--- src/rtl/muldiv_sequencer_pkg.sv ---
// Shared CPU package: opcode/funct encodings plus mul/div sequencer types.
package muldiv_sequencer_pkg;

  localparam logic [5:0] OPCODE_SPECIAL = 6'h00;
  localparam logic [5:0] FUNCT_MULT     = 6'h18;
  localparam logic [5:0] FUNCT_MULTU    = 6'h19;
  localparam logic [5:0] FUNCT_DIV      = 6'h1A;
  localparam logic [5:0] FUNCT_DIVU     = 6'h1B;

  typedef enum logic [1:0] {
    IDLE  = 2'd0,
    RUN   = 2'd1,
    FIXUP = 2'd2,
    DONE  = 2'd3
  } md_state_e;

  typedef enum logic {
    OP_MULT = 1'b0,
    OP_DIV  = 1'b1
  } md_op_e;

endpackage

--- src/rtl/muldiv_step.sv ---
// One iteration of shift-add multiply or restoring divide on magnitudes.
module muldiv_step
  import muldiv_sequencer_pkg::*;
#(
  parameter int unsigned WIDTH = 32
) (
  input  md_op_e             op_i,
  input  logic [WIDTH-1:0]   acc_hi_i,
  input  logic [WIDTH-1:0]   acc_lo_i,
  input  logic [WIDTH-1:0]   opnd_i,
  output logic [WIDTH-1:0]   acc_hi_o,
  output logic [WIDTH-1:0]   acc_lo_o
);

  logic [WIDTH:0]   add_sum;
  logic [WIDTH:0]   shifted;
  logic [WIDTH-1:0] sub_diff;
  logic             sub_ge;

  // Multiply: conditional add then shift right; divide: shift left, trial subtract, restore.
  always_comb begin
    add_sum  = {1'b0, acc_hi_i} + (acc_lo_i[0] ? {1'b0, opnd_i} : {(WIDTH+1){1'b0}});
    shifted  = {acc_hi_i, acc_lo_i[WIDTH-1]};
    sub_ge   = (shifted >= {1'b0, opnd_i});
    sub_diff = shifted[WIDTH-1:0] - opnd_i;
    acc_hi_o = acc_hi_i;
    acc_lo_o = acc_lo_i;
    if (op_i == OP_MULT) begin
      acc_hi_o = add_sum[WIDTH:1];
      acc_lo_o = {add_sum[0], acc_lo_i[WIDTH-1:1]};
    end else begin
      acc_hi_o = sub_ge ? sub_diff : shifted[WIDTH-1:0];
      acc_lo_o = {acc_lo_i[WIDTH-2:0], sub_ge};
    end
  end

endmodule

--- src/rtl/muldiv_sequencer.sv ---
// Iterative signed/unsigned multiply-divide unit with fixed latency and flush.
module muldiv_sequencer
  import muldiv_sequencer_pkg::*;
#(
  parameter int unsigned WIDTH = 32
) (
  input  logic             clk,
  input  logic             rst_b,
  input  logic             start,
  input  logic             op,
  input  logic             is_unsigned,
  input  logic [WIDTH-1:0] rs_val,
  input  logic [WIDTH-1:0] rt_val,
  input  logic             flush,
  output logic             busy,
  output logic             done,
  output logic [WIDTH-1:0] hi,
  output logic [WIDTH-1:0] lo,
  output logic             div_by_zero
);

  localparam int unsigned CNT_W = $clog2(WIDTH) + 1;
  localparam int unsigned DW    = 2 * WIDTH;

  md_state_e        state_q, state_d;
  md_op_e           op_q, op_d;
  logic [CNT_W-1:0] cnt_q, cnt_d;
  logic             neg_res_q, neg_res_d;
  logic             neg_rem_q, neg_rem_d;
  logic [WIDTH-1:0] acc_hi_q, acc_hi_d;
  logic [WIDTH-1:0] acc_lo_q, acc_lo_d;
  logic [WIDTH-1:0] opnd_q, opnd_d;
  logic [WIDTH-1:0] hi_q, hi_d;
  logic [WIDTH-1:0] lo_q, lo_d;
  logic             dbz_q, dbz_d;
  logic             busy_q, busy_d;
  logic             done_q, done_d;

  logic             rs_neg, rt_neg;
  logic [WIDTH-1:0] rs_mag, rt_mag;
  logic [WIDTH-1:0] step_hi, step_lo;
  logic [DW-1:0]    prod, prod_neg;

  muldiv_step #(.WIDTH(WIDTH)) u_step (
    .op_i     (op_q),
    .acc_hi_i (acc_hi_q),
    .acc_lo_i (acc_lo_q),
    .opnd_i   (opnd_q),
    .acc_hi_o (step_hi),
    .acc_lo_o (step_lo)
  );

  // Operand magnitudes and full-width product with its negation.
  always_comb begin
    rs_neg   = !is_unsigned && rs_val[WIDTH-1];
    rt_neg   = !is_unsigned && rt_val[WIDTH-1];
    rs_mag   = rs_neg ? (~rs_val + WIDTH'(1)) : rs_val;
    rt_mag   = rt_neg ? (~rt_val + WIDTH'(1)) : rt_val;
    prod     = {acc_hi_q, acc_lo_q};
    prod_neg = ~prod + DW'(1);
  end

  // Next-state, datapath and output-register logic.
  always_comb begin
    state_d   = state_q;
    op_d      = op_q;
    cnt_d     = cnt_q;
    neg_res_d = neg_res_q;
    neg_rem_d = neg_rem_q;
    acc_hi_d  = acc_hi_q;
    acc_lo_d  = acc_lo_q;
    opnd_d    = opnd_q;
    hi_d      = hi_q;
    lo_d      = lo_q;
    dbz_d     = dbz_q;

    unique case (state_q)
      IDLE: begin
        if (start) begin
          op_d      = md_op_e'(op);
          cnt_d     = '0;
          dbz_d     = 1'b0;
          neg_res_d = rs_neg ^ rt_neg;
          neg_rem_d = rs_neg;
          acc_hi_d  = '0;
          if (md_op_e'(op) == OP_DIV && rt_val == '0) begin
            state_d = DONE;
            hi_d    = rs_val;
            lo_d    = '1;
            dbz_d   = 1'b1;
          end else begin
            state_d  = RUN;
            acc_lo_d = (md_op_e'(op) == OP_MULT) ? rt_mag : rs_mag;
            opnd_d   = (md_op_e'(op) == OP_MULT) ? rs_mag : rt_mag;
          end
        end
      end
      RUN: begin
        acc_hi_d = step_hi;
        acc_lo_d = step_lo;
        cnt_d    = cnt_q + CNT_W'(1);
        if (cnt_q == CNT_W'(WIDTH - 1)) state_d = FIXUP;
      end
      FIXUP: begin
        state_d = DONE;
        if (op_q == OP_MULT) begin
          {hi_d, lo_d} = neg_res_q ? prod_neg : prod;
        end else begin
          lo_d = neg_res_q ? (~acc_lo_q + WIDTH'(1)) : acc_lo_q;
          hi_d = neg_rem_q ? (~acc_hi_q + WIDTH'(1)) : acc_hi_q;
        end
      end
      DONE: begin
        state_d = IDLE;
      end
      default: begin
        state_d = IDLE;
      end
    endcase

    // Flush cancels everything in flight and leaves visible results untouched.
    if (flush) begin
      state_d = IDLE;
      cnt_d   = '0;
      hi_d    = hi_q;
      lo_d    = lo_q;
      dbz_d   = dbz_q;
    end

    busy_d = (state_d != IDLE);
    done_d = (state_d == DONE);
  end

  // State and datapath registers.
  always_ff @(posedge clk or negedge rst_b) begin
    if (!rst_b) begin
      state_q   <= IDLE;
      op_q      <= OP_MULT;
      cnt_q     <= '0;
      neg_res_q <= 1'b0;
      neg_rem_q <= 1'b0;
      acc_hi_q  <= '0;
      acc_lo_q  <= '0;
      opnd_q    <= '0;
      hi_q      <= '0;
      lo_q      <= '0;
      dbz_q     <= 1'b0;
      busy_q    <= 1'b0;
      done_q    <= 1'b0;
    end else begin
      state_q   <= state_d;
      op_q      <= op_d;
      cnt_q     <= cnt_d;
      neg_res_q <= neg_res_d;
      neg_rem_q <= neg_rem_d;
      acc_hi_q  <= acc_hi_d;
      acc_lo_q  <= acc_lo_d;
      opnd_q    <= opnd_d;
      hi_q      <= hi_d;
      lo_q      <= lo_d;
      dbz_q     <= dbz_d;
      busy_q    <= busy_d;
      done_q    <= done_d;
    end
  end

  assign busy        = busy_q;
  assign done        = done_q;
  assign hi          = hi_q;
  assign lo          = lo_q;
  assign div_by_zero = dbz_q;

endmodule

--- config.mk ---
export PLATFORM = sky130hd
export DESIGN_NAME = muldiv_sequencer
export DESIGN_NICKNAME = d
export VERILOG_FILES = /design/src/rtl/muldiv_sequencer_pkg.sv /design/src/rtl/muldiv_step.sv /design/src/rtl/muldiv_sequencer.sv
export SDC_FILE = /design/constraint.sdc
export NUM_CORES = 1
export LEC_CHECK = 0
export BUFFER_PORTS_ARGS = -buffer_cell sky130_fd_sc_hd__clkbuf_2
export CORE_MARGIN = 5
export CORE_UTILIZATION = 40
export DETAILED_ROUTE_END_ITERATION = 7
export GPL_ROUTABILITY_DRIVEN = 0
export PLACE_DENSITY = 0.69
export SLEW_MARGIN = 30
export SYNTH_ARGS = -nofsm -noshare
export SYNTH_HDL_FRONTEND = slang
export SYNTH_SLANG_ARGS = --single-unit
--- constraint.sdc ---
create_clock -name clk -period 4.85 [get_ports clk]
set_clock_uncertainty 0.15 [all_clocks]
set_input_delay 0.2425 -clock clk [delete_from_list [all_inputs] [get_ports clk]]
set_output_delay 0.2425 -clock clk [all_outputs]
set_load 0.005 [all_outputs]
Yosys cells after proc, flatten, opt, wreduce, memory -nomap -nowiden
Index checks and enable logic that the tools add are counted.

cells by class
  $add $sub $neg = 8
  eq/ne operators = 9
  $lt $le $gt $ge = 1
  multiplexer cells = 33
  reductions and logical operators = 17
  bitwise logic cells = 8

operators by type and width
  operator                                                               number
  32-bit two-way mux                                                     19
  32-bit case mux with 2 select lines                                    4
  32-bit by 1-bit adder with 32-bit output, second input constant        4
  32-bit NOT                                                             4
  64-bit by 1-bit adder with 64-bit output, second input constant        1
  64-bit two-way mux                                                     1
  64-bit NOT                                                             1
  32-bit by 33-bit adder with 33-bit output                              1
  33-bit by 32-bit >= comparator with 1-bit output                       1
  32-bit zero test                                                       1
  32-bit subtractor                                                      1
  6-bit two-way mux                                                      2
  6-bit case mux with 2 select lines                                     1
  3-bit AND reduction                                                    3
  2-bit two-way mux                                                      4
  2-bit case mux with 4 select lines                                     1
  6-bit by 1-bit adder with 6-bit output, second input constant          1
  2-bit equality test, second input constant                             3
  6-bit by 5-bit equality test with 1-bit output, second input constant  1
  2-bit != test, second input constant                                   3
  2-bit AND reduction                                                    3
  2-bit nonzero test                                                     3
  4-bit AND reduction                                                    1
  1-bit logical AND                                                      3
  other kinds (8)                                                        9

storage, ports and cells
  logic and storage cells = 89
  input bits = 70
  flip-flop bits (word level) = 174

Logic depth before layout (Yosys ltp)
Gate-level depths: netlist of run 1.

  word-level depth = 7
  depth in mapped cells = 14

Modules after synthesis
Synthesis of run 1 repeated with hierarchy kept, for this count alone.

unflattened totals
  cells, all modules = 2038
  area total of the unflattened synthesis = 16040.4 µm²

by module, submodules not included
  module            times used  area each (µm²)  cells each  seq. area each (µm²)
  muldiv_sequencer  1           11259.5          1325        4354.2
  muldiv_step       1           4780.8           713         0.0

Worst setup path after synthesis of run 1
OpenSTA, ideal clock, no wires.

  path kind = register to register
  from = register acc_lo_q[0]
  to = register acc_hi_q[31]
  cell stages (with the launch flop) = 15
  path slack = 1.360 ns
  data arrival time = 3.204 ns
  path buffers = 2
  data required time = 4.564 ns
  period minus slack after synthesis = 3.490 ns
  library setup time = 0.136 ns
  path through = dfrtp_1 inv_1 buf_1 nor2_1 ha_1 clkbuf_1 a211oi_1 nor2_1 o41ai_1 a2bb2oi_1 nand3_1 a311oi_1 nor2_1 o41ai_1 a22oi_1

on the way
  word-level cells in the longest chain between the ends = 4

ends and longest elaborated chain
  element                                    line                     RTL
  from (decl)                                muldiv_sequencer.sv:31   logic [WIDTH-1:0] acc_lo_q, acc_lo_d;
  from (signal assigned)                     muldiv_sequencer.sv:157  acc_lo_q <= acc_lo_d;
  32-bit two-way mux                         muldiv_step.sv:22        add_sum = {1'b0, acc_hi_i} + (acc_lo_i[0] ? {1'b0, opnd_i} : {(WIDTH+1){1'b0}});
  32-bit by 33-bit adder with 33-bit output  muldiv_step.sv:22
  32-bit two-way mux                         muldiv_step.sv:28        if (op_i == OP_MULT) begin
  32-bit case mux with 2 select lines        muldiv_sequencer.sv:77   unique case (state_q)
  to (signal assigned)                       muldiv_sequencer.sv:156  acc_hi_q <= acc_hi_d;
  to (decl)                                  muldiv_sequencer.sv:30   logic [WIDTH-1:0] acc_hi_q, acc_hi_d;

No other way between the ends.
A chain may end at the register's enable or synchronous reset.

Worst setup path in the final report of run 1
Same ends and word-level chain as after synthesis.

==> flow_metrics.tcl, run 1 <==
set metrics [dict create \
    place_hpwl_um 41100 \
    regArea_um2 4360 \
    cts_buffers 17 \
    grt-ovfl-total 0 \
    power_density_nw_per_um2 462 \
    firstDrtPassIters 6 \
    crit_top_cell "nor2_1" \
    path_class "flop to flop" \
    status "completed" \
    cp-start-kind "flop" \
    ant_nets 0 \
    min_period_ns 4.35 \
    slowest_stage "a2bb2oi_1" \
    mostFrequentLayoutCells "215 x nor2_1, 201 x nand2_1, 173 x dfrtp_1, 169 x o21ai_0, 165 x a21oi_1" \
    rows 71 \
    end_kind "flop" \
    final_util_pct 45.2 \
    tns_ns 0 \
    ys_async_sr_fraction_pct 100 \
    crit_chain "inv_1 > buf_4 > nor2_1 > ha_1 > a211oi_1 > nor2_1 > o41ai_1 > a2bb2oi_1 > nand3_1 > a311oi_1 > nor2_1 > o41ai_1 > a22oi_1" \
    crit_required_ns 5.01 \
    slew_viol_final 0 \
    cp.arrival_ns 4.52 \
    cts.path.max_buffers 2 \
    synth_compound_area_share_pct 25.1 \
    multi_input_area_um2 9970 \
    clock-sinks 174 \
    switching_share_pct 47.2 \
    htree_num_levels 4 \
    dieArea_um2 41600 \
    post-route-drc-count 0 \
    die_w_um 204 \
    synthDistinctLibCells 74 \
    synth_area_per_cell_um2 7.77 \
    synth_edf_count 0 \
    nets 2141 \
    synthXorXnorAreaFrac_pct 10.1 \
    vdd_drop_max_v 0.000258 \
    grt_usage_pct 25.1 \
    syn-num-nets 2078 \
    period_share_pct 89.7 \
    worst_slew_pin_slew_ns 0.985 \
    clock-root-buffer "clkbuf_16" \
    ios 137 \
    crit_fanout 23 \
    grt_pass1_vias 14400 \
    netSwitchingPower_mw 3.68 \
    drt_iter0_drc 2240 \
    p_int_mw 4.13 \
    routed_via_density 6.12 \
    critPathTopFamily "compound AO/OA/AOI/OAI gates" \
    drive_gt1_share_pct 11.8 \
    p_seq_share_pct 27.4 \
    die-height_um 204 \
    grt_start_max_net_pins 175 \
    synth_seq_area_share_pct 28.9 \
    cts_setup_buffers 0 \
    core_um2 37400 \
    relSlewSlack_pct 33.8 \
    p_clk_share_pct 20.2 \
    synth_area_um2 15000 \
    synth_top_family_by_area "compound AO/OA/AOI/OAI gates" \
    grt_pass1_wl_um 82900 \
    antennaDiodeCount 0 \
    yosysWarnings 0 \
    hold_path_class "input port to flop" \
    path_buf_inv 2 \
    fill_cells 3626 \
    io_buffers 136 \
    max_stage_delay_ns 0.54 \
    wl_um 53600 \
    muxShareOfSynthArea_pct 5.53 \
    max_freq_mhz 230 \
    via_count 15400 \
    antenna_found_initial 3 \
    syn2layout_area_growth_pct 12.3 \
    hold_viol 0 \
    tritoncts "built" \
    synth-seq-cells 174 \
    drt-wirelength-per-cell_um 21.2 \
    leakage_nw 7.39 \
    syn_inst 1937 \
    synth_top_flop_cell "dfrtp_1" \
    power_frac_comb_pct 52.4 \
    max-cap-violations 0 \
    clk_pin_slew_ns 0.08 \
    final_common_cell "nor2_1" \
    start_util_pct 40.2 \
    rsz0062_at_grt "false" \
    clk_latency_ns 0.45 \
    synth_fa_ha_area_share_pct 6.00 \
    setup_viol 0 \
    synthSimpleGateAreaFrac_pct 19.3 \
]
worst register-to-register path, delay by kind of cell (launching register included):
kind / cells / cell delay, ns
AND/OR/NAND/NOR: 4 / 0.45
adder cells (fa/ha/maj): 1 / 0.38
AO/OA/AOI/OAI: 6 / 2.17
flip-flops: 1 / 0.41
buffers and inverters: 2 / 0.65
what timing repair did:
| action | CTS | global route |
|---|---|---|
| resized for setup | 0 | 0 |
| hold buffers | 8 | 0 |
| endpoints found under the hold margin | 189 | 0 |
state kept, by name (all words and copies together) (netlist names):
register     flops
state_q          2
neg_rem_q        1
div_by_zero      1
cnt_q            6
lo              32
done             1
hi              32
op_q             1
acc_lo_q        32
neg_res_q        1
opnd_q          32
busy             1
acc_hi_q        32
power by group through the flow:
stage               clock network (mW)  registers, mW  logic (mW)
floorplan                            0           1.93        2.99
global placement                     0           2.13        3.91
detailed placement                   0           2.14        3.96
CTS                               1.58           2.11        3.98
global route                      1.64           2.16        4.46
finish                            1.58           2.14        4.09
metal layers:
metal / global-route usage (%) / up-vias / wire length [um]
met4: 12.8 / 6 / 3070
met3: 6.41 / 163 / 5690
met1: 33.4 / 7303 / 21900
li1: - / 7103 / -
met2: 37.8 / 864 / 22900
met5: 0 / - / 39
layout make-up:
type                    instances  area share [%]
clock buffers                  17            2.52
clock inverters                14            1.35
inverters                      69            1.53
multi-input cells            1569            59.0
flip-flops and latches        174            25.8
well taps                     511            3.78
repair buffers                169            6.04
stage by stage:
stage	cells	worst slack, ns	total power, mW	instance area [um^2]	hold WS (ns)
CTS	2522	0.646	7.68	16900	0.0125
global route	2523	0.270	8.26	16900	0.0235
floorplan	1937	1.36	4.93	15000	-0.203
global placement	2482	0.849	6.04	16100	0.312
finish	2523	0.499	7.81	16900	0.00595
detailed placement	2483	0.669	6.10	16100	0.316
cell usage after synthesis (4+ instances only):
cell type	n	area, um^2
o21ai_0	169	846
and3_1	11	68.8
clkbuf_1	101	379
inv_1	68	255
a211o_1	5	43.8
buf_2	11	55.1
a31oi_1	58	363
buf_1	8	30.0
xnor2_1	92	806
o221ai_1	11	96.3
mux2i_1	64	641
nor2_1	218	818
o22ai_1	7	43.8
a21o_1	34	255
o41ai_1	17	149
nand2_1	201	754
or3_1	17	106
o21ai_1	5	25.0
ha_1	69	863
nand2b_1	12	75.1
o31ai_1	24	180
o211ai_1	22	165
nor4_1	16	100
xor2_1	82	718
or4_1	17	128
nor3_1	32	160
o21a_1	7	52.6
nand4_1	19	119
a21oi_1	166	831
nand3b_1	4	30.0
o2111ai_1	4	35.0
dfrtp_1	174	4350
mux2_2	17	191
o22a_1	8	70.1
buf_4	5	37.5
nand3_1	44	220
a22oi_1	19	143
nor2b_1	9	56.3
and2_1	7	43.8
o21bai_1	12	90.1
a221o_1	4	40.0
or2_2	5	31.3
a211oi_1	19	143
logic make-up after synthesis:
group,Yosys count
and+or+nand+nor,631
AOI/OAI and AO/OA,612
buffers and inverters,194
xor gates and xnor gates,174
DFF,174
muxes,81
adders and majority gates,71
worst paths after layout:
path / from / slack (ns) / depth (start not counted) / to
max: acc_lo_q[0] / 0.50 / 13 / acc_hi_q[31]
min: rs_val[6] / 0.006 / 3 / hi[6]
max reg2reg: acc_lo_q[0] / 0.50 / 13 / acc_hi_q[31]
min reg2reg: hi[13] / 0.33 / 1 / hi[13]
max in group asynchronous: rst_b / 3.51 / 4 / acc_hi_q[21]
min in group asynchronous: rst_b / 0.19 / 3 / acc_lo_q[7]
Note: power is estimated with default switching activity, not from simulation.
==> run 2: changes to the inputs <==
- CELL_PAD_IN_SITES_DETAIL_PLACEMENT: default -> 0
- CELL_PAD_IN_SITES_GLOBAL_PLACEMENT: default -> 2
- CORE_UTILIZATION: 40 -> 36
- GPL_TIMING_DRIVEN: default -> 0
- PLACE_DENSITY: 0.69 -> 0.93
==> run 2 against run 1 <==
  * First-iteration DRC count decreased by 32%
  * Die area increased by 11%
  * Global-route usage increased by 0.90 points
  * Largest cell class unchanged
  * Final cell count increased by 5.3%
  * Setup slack got worse by 0.41 ns
  * Critical endpoint unchanged
  * Sequential power about the same
  * Utilization decreased by 4.0 points
==> flow_metrics.tcl, run 2 (synthesis gave the netlist of run 1 again) <==
set metrics [dict create \
    min_path_cells 3 \
    setup_viol 0 \
    die_w_um 214 \
    setup_slack_ns 0.0873 \
    netSwitchingPower_mw 3.85 \
    p_clk_share_pct 18.3 \
    hp-start "rs_val[9]" \
    clock-root-buffer "clkbuf_16" \
    grt-ovfl-total 0 \
    hold_end "hi[9]" \
    crit_top_cell "nor2_1" \
    min_period_ns 4.76 \
    syn2layout_area_growth_pct 14.1 \
    clk_latency_ns 0.46 \
    power_density_nw_per_um2 454 \
    ios 137 \
    grt_usage_pct 26.0 \
    hold_viol 0 \
    antenna_found_initial 0 \
    drt_iter0_drc 1515 \
    cts_buffers 17 \
    r2r-start "acc_lo_q[0]" \
    mostFrequentLayoutCells "218 x nor2_1, 201 x nand2_1, 174 x dfrtp_1, 169 x o21ai_0, 166 x a21oi_1" \
    via_count 15800 \
    p_int_mw 3.95 \
    io_buffers 136 \
    r2r_cells 13 \
    nets 2246 \
    vdd_drop_max_v 0.000255 \
    routed_via_density 5.96 \
    rsz0062_at_grt "false" \
    cts.path.max_buffers 2 \
    start_util_pct 36.1 \
    switching_share_pct 49.4 \
    ant_nets 0 \
    dieArea_um2 46000 \
    drt-wirelength-per-cell_um 23.2 \
    final_common_cell "nor2_1" \
    final_util_pct 41.2 \
    cp-start-kind "flop" \
    wl_met3_um 4940 \
    power_frac_comb_pct 54.7 \
    crit_fanout 10 \
    antennaDiodeCount 0 \
    p_seq_share_pct 27.0 \
    wl_met1_um 26600 \
    grt_pass1_vias 15300 \
    slowest_stage "o21ai_0" \
    crit_chain "inv_1 > clkbuf_1 > nor2_1 > ha_1 > a21o_1 > a21oi_1 > o22ai_1 > o21ai_0 > nand3_1 > a311oi_1 > nor2_1 > o41ai_1 > a22oi_1" \
    grt_pass1_wl_um 93500 \
    place_ws_ns 0.149 \
    instances_no_fill 2657 \
    die-height_um 214 \
    tritoncts "built" \
    clk_pin_slew_ns 0.08 \
    rows 75 \
    relSlewSlack_pct 40.9 \
    place_hpwl_um 49400 \
    slew_viol_final 0 \
    highest_layer "met4" \
    end_kind "flop" \
    leakage_nw 7.46 \
    worst_slew_pin_slew_ns 0.879 \
    reg2reg_slack_ns 0.09 \
    path_class "flop to flop" \
    core_um2 41700 \
    wl_met2_um 27200 \
    firstDrtPassIters 8 \
    place_inst 2614 \
    cp.arrival_ns 4.94 \
    max-cap-violations 0 \
    post-route-drc-count 0 \
    max_freq_mhz 210 \
    reg2reg_to "acc_hi_q[31]" \
    htree_num_levels 4 \
    wl_um 61500 \
    crit_required_ns 5.03 \
    drive_gt1_share_pct 10.7 \
    power_mw 7.79 \
    status "completed" \
    max_stage_delay_ns 0.67 \
    period_share_pct 98.2 \
    holdWs_ns 0.0299 \
    grt_start_max_net_pins 77 \
    clock-sinks 174 \
    hold_path_class "input port to flop" \
]
[run 2: changes by cell type in the layout (fill, tap and decap cells not counted), moves of 4 or more]
cell       delta
clkbuf_1    +101
buf_1         +7
bufinv_16     -4
buf_2        +10
buf_4        -16
[run 2: metrics by stage]
stage	TNS, ns	cell area, um^2
final	0	17200
after global routing	0	17200
after CTS	0	17200
after detailed placement	0	16500
after global placement	-0.0335	16400
after floorplan	0	15000
[run 2: how the worst max path moves through the flow]
stage              endpoint         from
6_report       acc_hi_q[31]  acc_lo_q[0]
5_1_grt        acc_hi_q[31]  acc_lo_q[0]
4_1_cts        acc_hi_q[24]  acc_lo_q[0]
3_5_place_dp   acc_hi_q[24]  acc_lo_q[0]
3_3_place_gp         hi[21]        rst_b
2_1_floorplan  acc_hi_q[31]  acc_lo_q[0]
[run 2: worst max-delay path, delay by kind of cell, from the launching register on]
family	cells	cell delay, ns
compound gates	7	2.35
simple gates	3	0.44
fa+ha+maj	1	0.37
buf+inv	2	0.85
flops	1	0.46
[run 2: metal layers]
metal / up-vias / track usage [%]
met5: - / 0
met4: 0 / 11.6
met3: 136 / 5.70
met2: 684 / 40.4
met1: 7686 / 34.8
li1: 7328 / -
[run 2: what timing repair did]
action | 4_1_cts | 5_1_grt
hold endpoints to repair | 184 | 0
endpoints found under the setup margin | 0 | 5
hold buffers | 11 | 0
buffers inserted | 0 | 0
resized for setup | 0 | 2
[run 2: power groups by stage]
stage	clock (mW)	combinational (mW)	sequential [mW]
finish	1.43	4.26	2.11
CTS	1.44	4.19	2.09
global placement	0	4.11	2.11
floorplan	0	2.99	1.93
global route	1.50	4.67	2.13
detailed placement	0	4.16	2.12
[run 2: cell type report]
type	instances	area, um^2
fill	4411	24500
multi-input combinational	1569	9950
sequential	174	4350
timing repair buffer	149	855
tap	539	674
buffer	125	503
clock buffer	18	439
inverter	69	259
clock inverter	14	138
==> run 3: changes to the inputs <==
- ABC_AREA: default -> 1
- CORE_UTILIZATION: 36 -> 33
- PLACE_DENSITY: 0.93 -> 0.95
- clock period: 4.85 -> 4.9 ns (I/O delays scaled with it)
==> run 3 against run 2 <==
  * The flow now finishes with violations (DRC)
  * Die area is 31% higher
  * Clock-buffer cell count is 1 lower
  * Register-to-register slack better by 0.97 ns
  * Sequential share of layout area is 4.1 points lower
  * Sequential power is 30% higher
  * Power is 52% higher
  * Non-clock buffer count is 29 lower
  * Flip-flop and latch count stayed put
  * Critical endpoint is now acc_hi_q[29]
  * Largest power group unchanged
  * Highest routed layer is now met5
==> flow_metrics.tcl, run 3 <==
set metrics [dict create \
    synthXorXnorAreaFrac_pct 2.45 \
    max_freq_mhz 261 \
    min_period_ns 3.84 \
    via_count 22200 \
    instances_no_fill 4032 \
    antenna_found_initial 1 \
    relSlewSlack_pct 32.1 \
    clk_latency_ns 0.52 \
    core_um2 54900 \
    clk_pin_slew_ns 0.08 \
    drive_gt1_share_pct 7.96 \
    path_class "flop to flop" \
    endpoint "acc_hi_q[29]" \
    hold_viol 0 \
    final_util_pct 37.4 \
    slowest_stage "o21ai_0" \
    mostFrequentLayoutCells "983 x nand2_1, 417 x inv_1, 359 x nand3_1, 344 x nor2_1, 186 x o21ai_0" \
    place_ws_ns 1.08 \
    clock-sinks 174 \
    power_density_nw_per_um2 579 \
    crit_start "acc_lo_q[0]" \
    dieArea_um2 60100 \
    yosysMostFrequentCell "nand2_1" \
    antennaDiodeCount 0 \
    die-height_um 245 \
    ios 137 \
    start_util_pct 33.2 \
    cts_setup_buffers 0 \
    r2r-start "acc_lo_q[0]" \
    cts_hold_buf 5 \
    place_hpwl_um 73800 \
    grt_pass1_wl_um 131000 \
    violations "DRC" \
    yosysWarnings 0 \
    synthDistinctLibCells 52 \
    period_share_pct 78.3 \
    tritoncts "built" \
    synth_top_family_by_area "simple AND/OR/NAND/NOR gates" \
    muxShareOfSynthArea_pct 0.0549 \
    ant_nets 0 \
    grt_usage_pct 28.9 \
    crit_top_cell "nand2_1" \
    max_stage_delay_ns 0.58 \
    synth-seq-cells 174 \
    drt_iter0_drc 2813 \
    slew_viol_final 0 \
    synth_area_per_cell_um2 5.78 \
    syn2layout_area_growth_pct 12.4 \
    synth_top_flop_cell "dfrtp_1" \
    setup_slack_ns 1.06 \
    reg2reg_to "acc_hi_q[29]" \
    cts.path.max_buffers 2 \
    synth_compound_area_share_pct 14.5 \
    crit_required_ns 5.16 \
    syn-num-nets 3295 \
    drt-wirelength-per-cell_um 22.1 \
    nets 3456 \
    die_w_um 245 \
    cp.arrival_ns 4.10 \
    ys_async_sr_fraction_pct 100 \
    max-cap-violations 0 \
    htree_num_levels 4 \
    grt-ovfl-total 0 \
    place_inst 3995 \
    synth_fa_ha_area_share_pct 4.95 \
    end_kind "flop" \
    status "finished, violations left" \
    worst_slew_pin_slew_ns 1.01 \
    crit_fanout 10 \
    synth_top_area_cell "dfrtp_1" \
    clock-root-buffer "clkbuf_16" \
    cp-start-kind "flop" \
    r2r_cells 19 \
    syn_inst 3154 \
    wl_um 89100 \
    ys_top_cells_by_area "dfrtp_1 24%, nand2_1 20%, nand3_1 9.8%" \
    io_buffers 135 \
    rsz0062_at_grt "false" \
    synthTopCellsByCount "983 x nand2_1, 417 x inv_1, 359 x nand3_1" \
    synth_area_um2 18200 \
    leakage_nw 10.4 \
    crit_chain "buf_2 > clkbuf_1 > nand2_1 > inv_1 > ha_1 > inv_1 > fa_1 > o21ai_0 > nand2_1 > nand2_1 > nand2_1 > nand2_1 > nand2_1 > nand3_1 > nand3_1 > nand2_1 > inv_1 > nand2_1 > nand2_1" \
    setup_viol 0 \
    firstDrtPassIters 8 \
    cts_buffers 17 \
    grt_start_max_net_pins 79 \
    post-route-drc-count 1 \
    synth_seq_area_share_pct 23.9 \
    grt_pass1_vias 20500 \
    vdd_drop_max_v 0.000343 \
    reg2reg_slack_ns 1.06 \
    rows 86 \
    power_mw 11.9 \
    hold_path_class "input port to flop" \
    final_common_cell "nand2_1" \
    netlist.area_leader.share_pct 23.9 \
    synth_edf_count 0 \
    tns_ns 0 \
    cts_resized 0 \
    synthSimpleGateAreaFrac_pct 42.6 \
    routed_via_density 5.52 \
]
-- run 3: cell count changes after synthesis, moves of 19 or more --
cell,previous run,this run
nand3_1,44,359
nand4_1,19,58
a21o_1,34,2
xnor2_1,92,10
mux2i_1,64,1
nor2_1,218,344
clkbuf_1,101,65
o31ai_1,24,5
a31oi_1,58,20
xor2_1,82,41
inv_1,68,417
nand2_1,201,983
-- run 3: worst min-delay path by stage --
stage / startpoint / to / slack, ns / cells after the start
detailed placement: rst_b / opnd_q[19] / 0.06 / 1
global route: rs_val[27] / hi[27] / 0.02 / 5
finish: rs_val[27] / hi[27] / 0.02 / 5
CTS: rs_val[27] / hi[27] / 0.002 / 5
global placement: hi[0] / hi[0] / 0.32 / 2
floorplan: rst_b / acc_hi_q[0] / -0.20 / 0
-- run 3: kinds of logic after synthesis --
group           Yosys count
compound gates          481
xor+xnor                 51
fa+ha+maj                71
buf+inv                 535
flops                   174
mux                       1
simple gates           1841
-- run 3: power by group --
group | internal (mW) | leakage [nW] | total [mW] | switching, mW
registers | 1.87 | 2.03 | 2.75 | 0.876
logic | 2.35 | 8.12 | 7.63 | 5.29
clock network | 0.726 | 0.291 | 1.48 | 0.755
-- run 3: layout make-up --
class,instances,area (um^2)
Clock inverter,15,168
Inverter,432,1620
Fill cell,6241,34400
Timing Repair Buffer,142,790
Sequential cell,174,4350
Tap cell,704,881
Clock buffer,17,425
Buffer,103,488
Multi-Input combinational cell,2445,11800
-- run 3: metal layers --
metal  track usage, %  vias to the layer above  share of wire [%]
li1                 -                    10500                  -
met1             40.5                    10300                 43
met2             42.6                     1187                 41
met3             7.94                      197                 11
met4             10.6                        2                4.3
met5                0                        -              0.015
-- run 3: critical path: cells and delay by family (launching register included) --
kind / cells / cell delay [ns]
and+or+nand+nor: 11 / 1.16
buffers and inverters: 5 / 0.90
adders and majority gates: 2 / 0.62
AOI/OAI and AO/OA: 1 / 0.58
DFF: 1 / 0.33
-- run 3: per-stage QoR --
stage                     hold WS (ns)  area, um^2
after global routing            0.0219       20500
final                           0.0219       20500
after CTS                      0.00243       20500
after detailed placement        0.0565       19900
after floorplan                 -0.201       18200
after global placement           0.315       19800
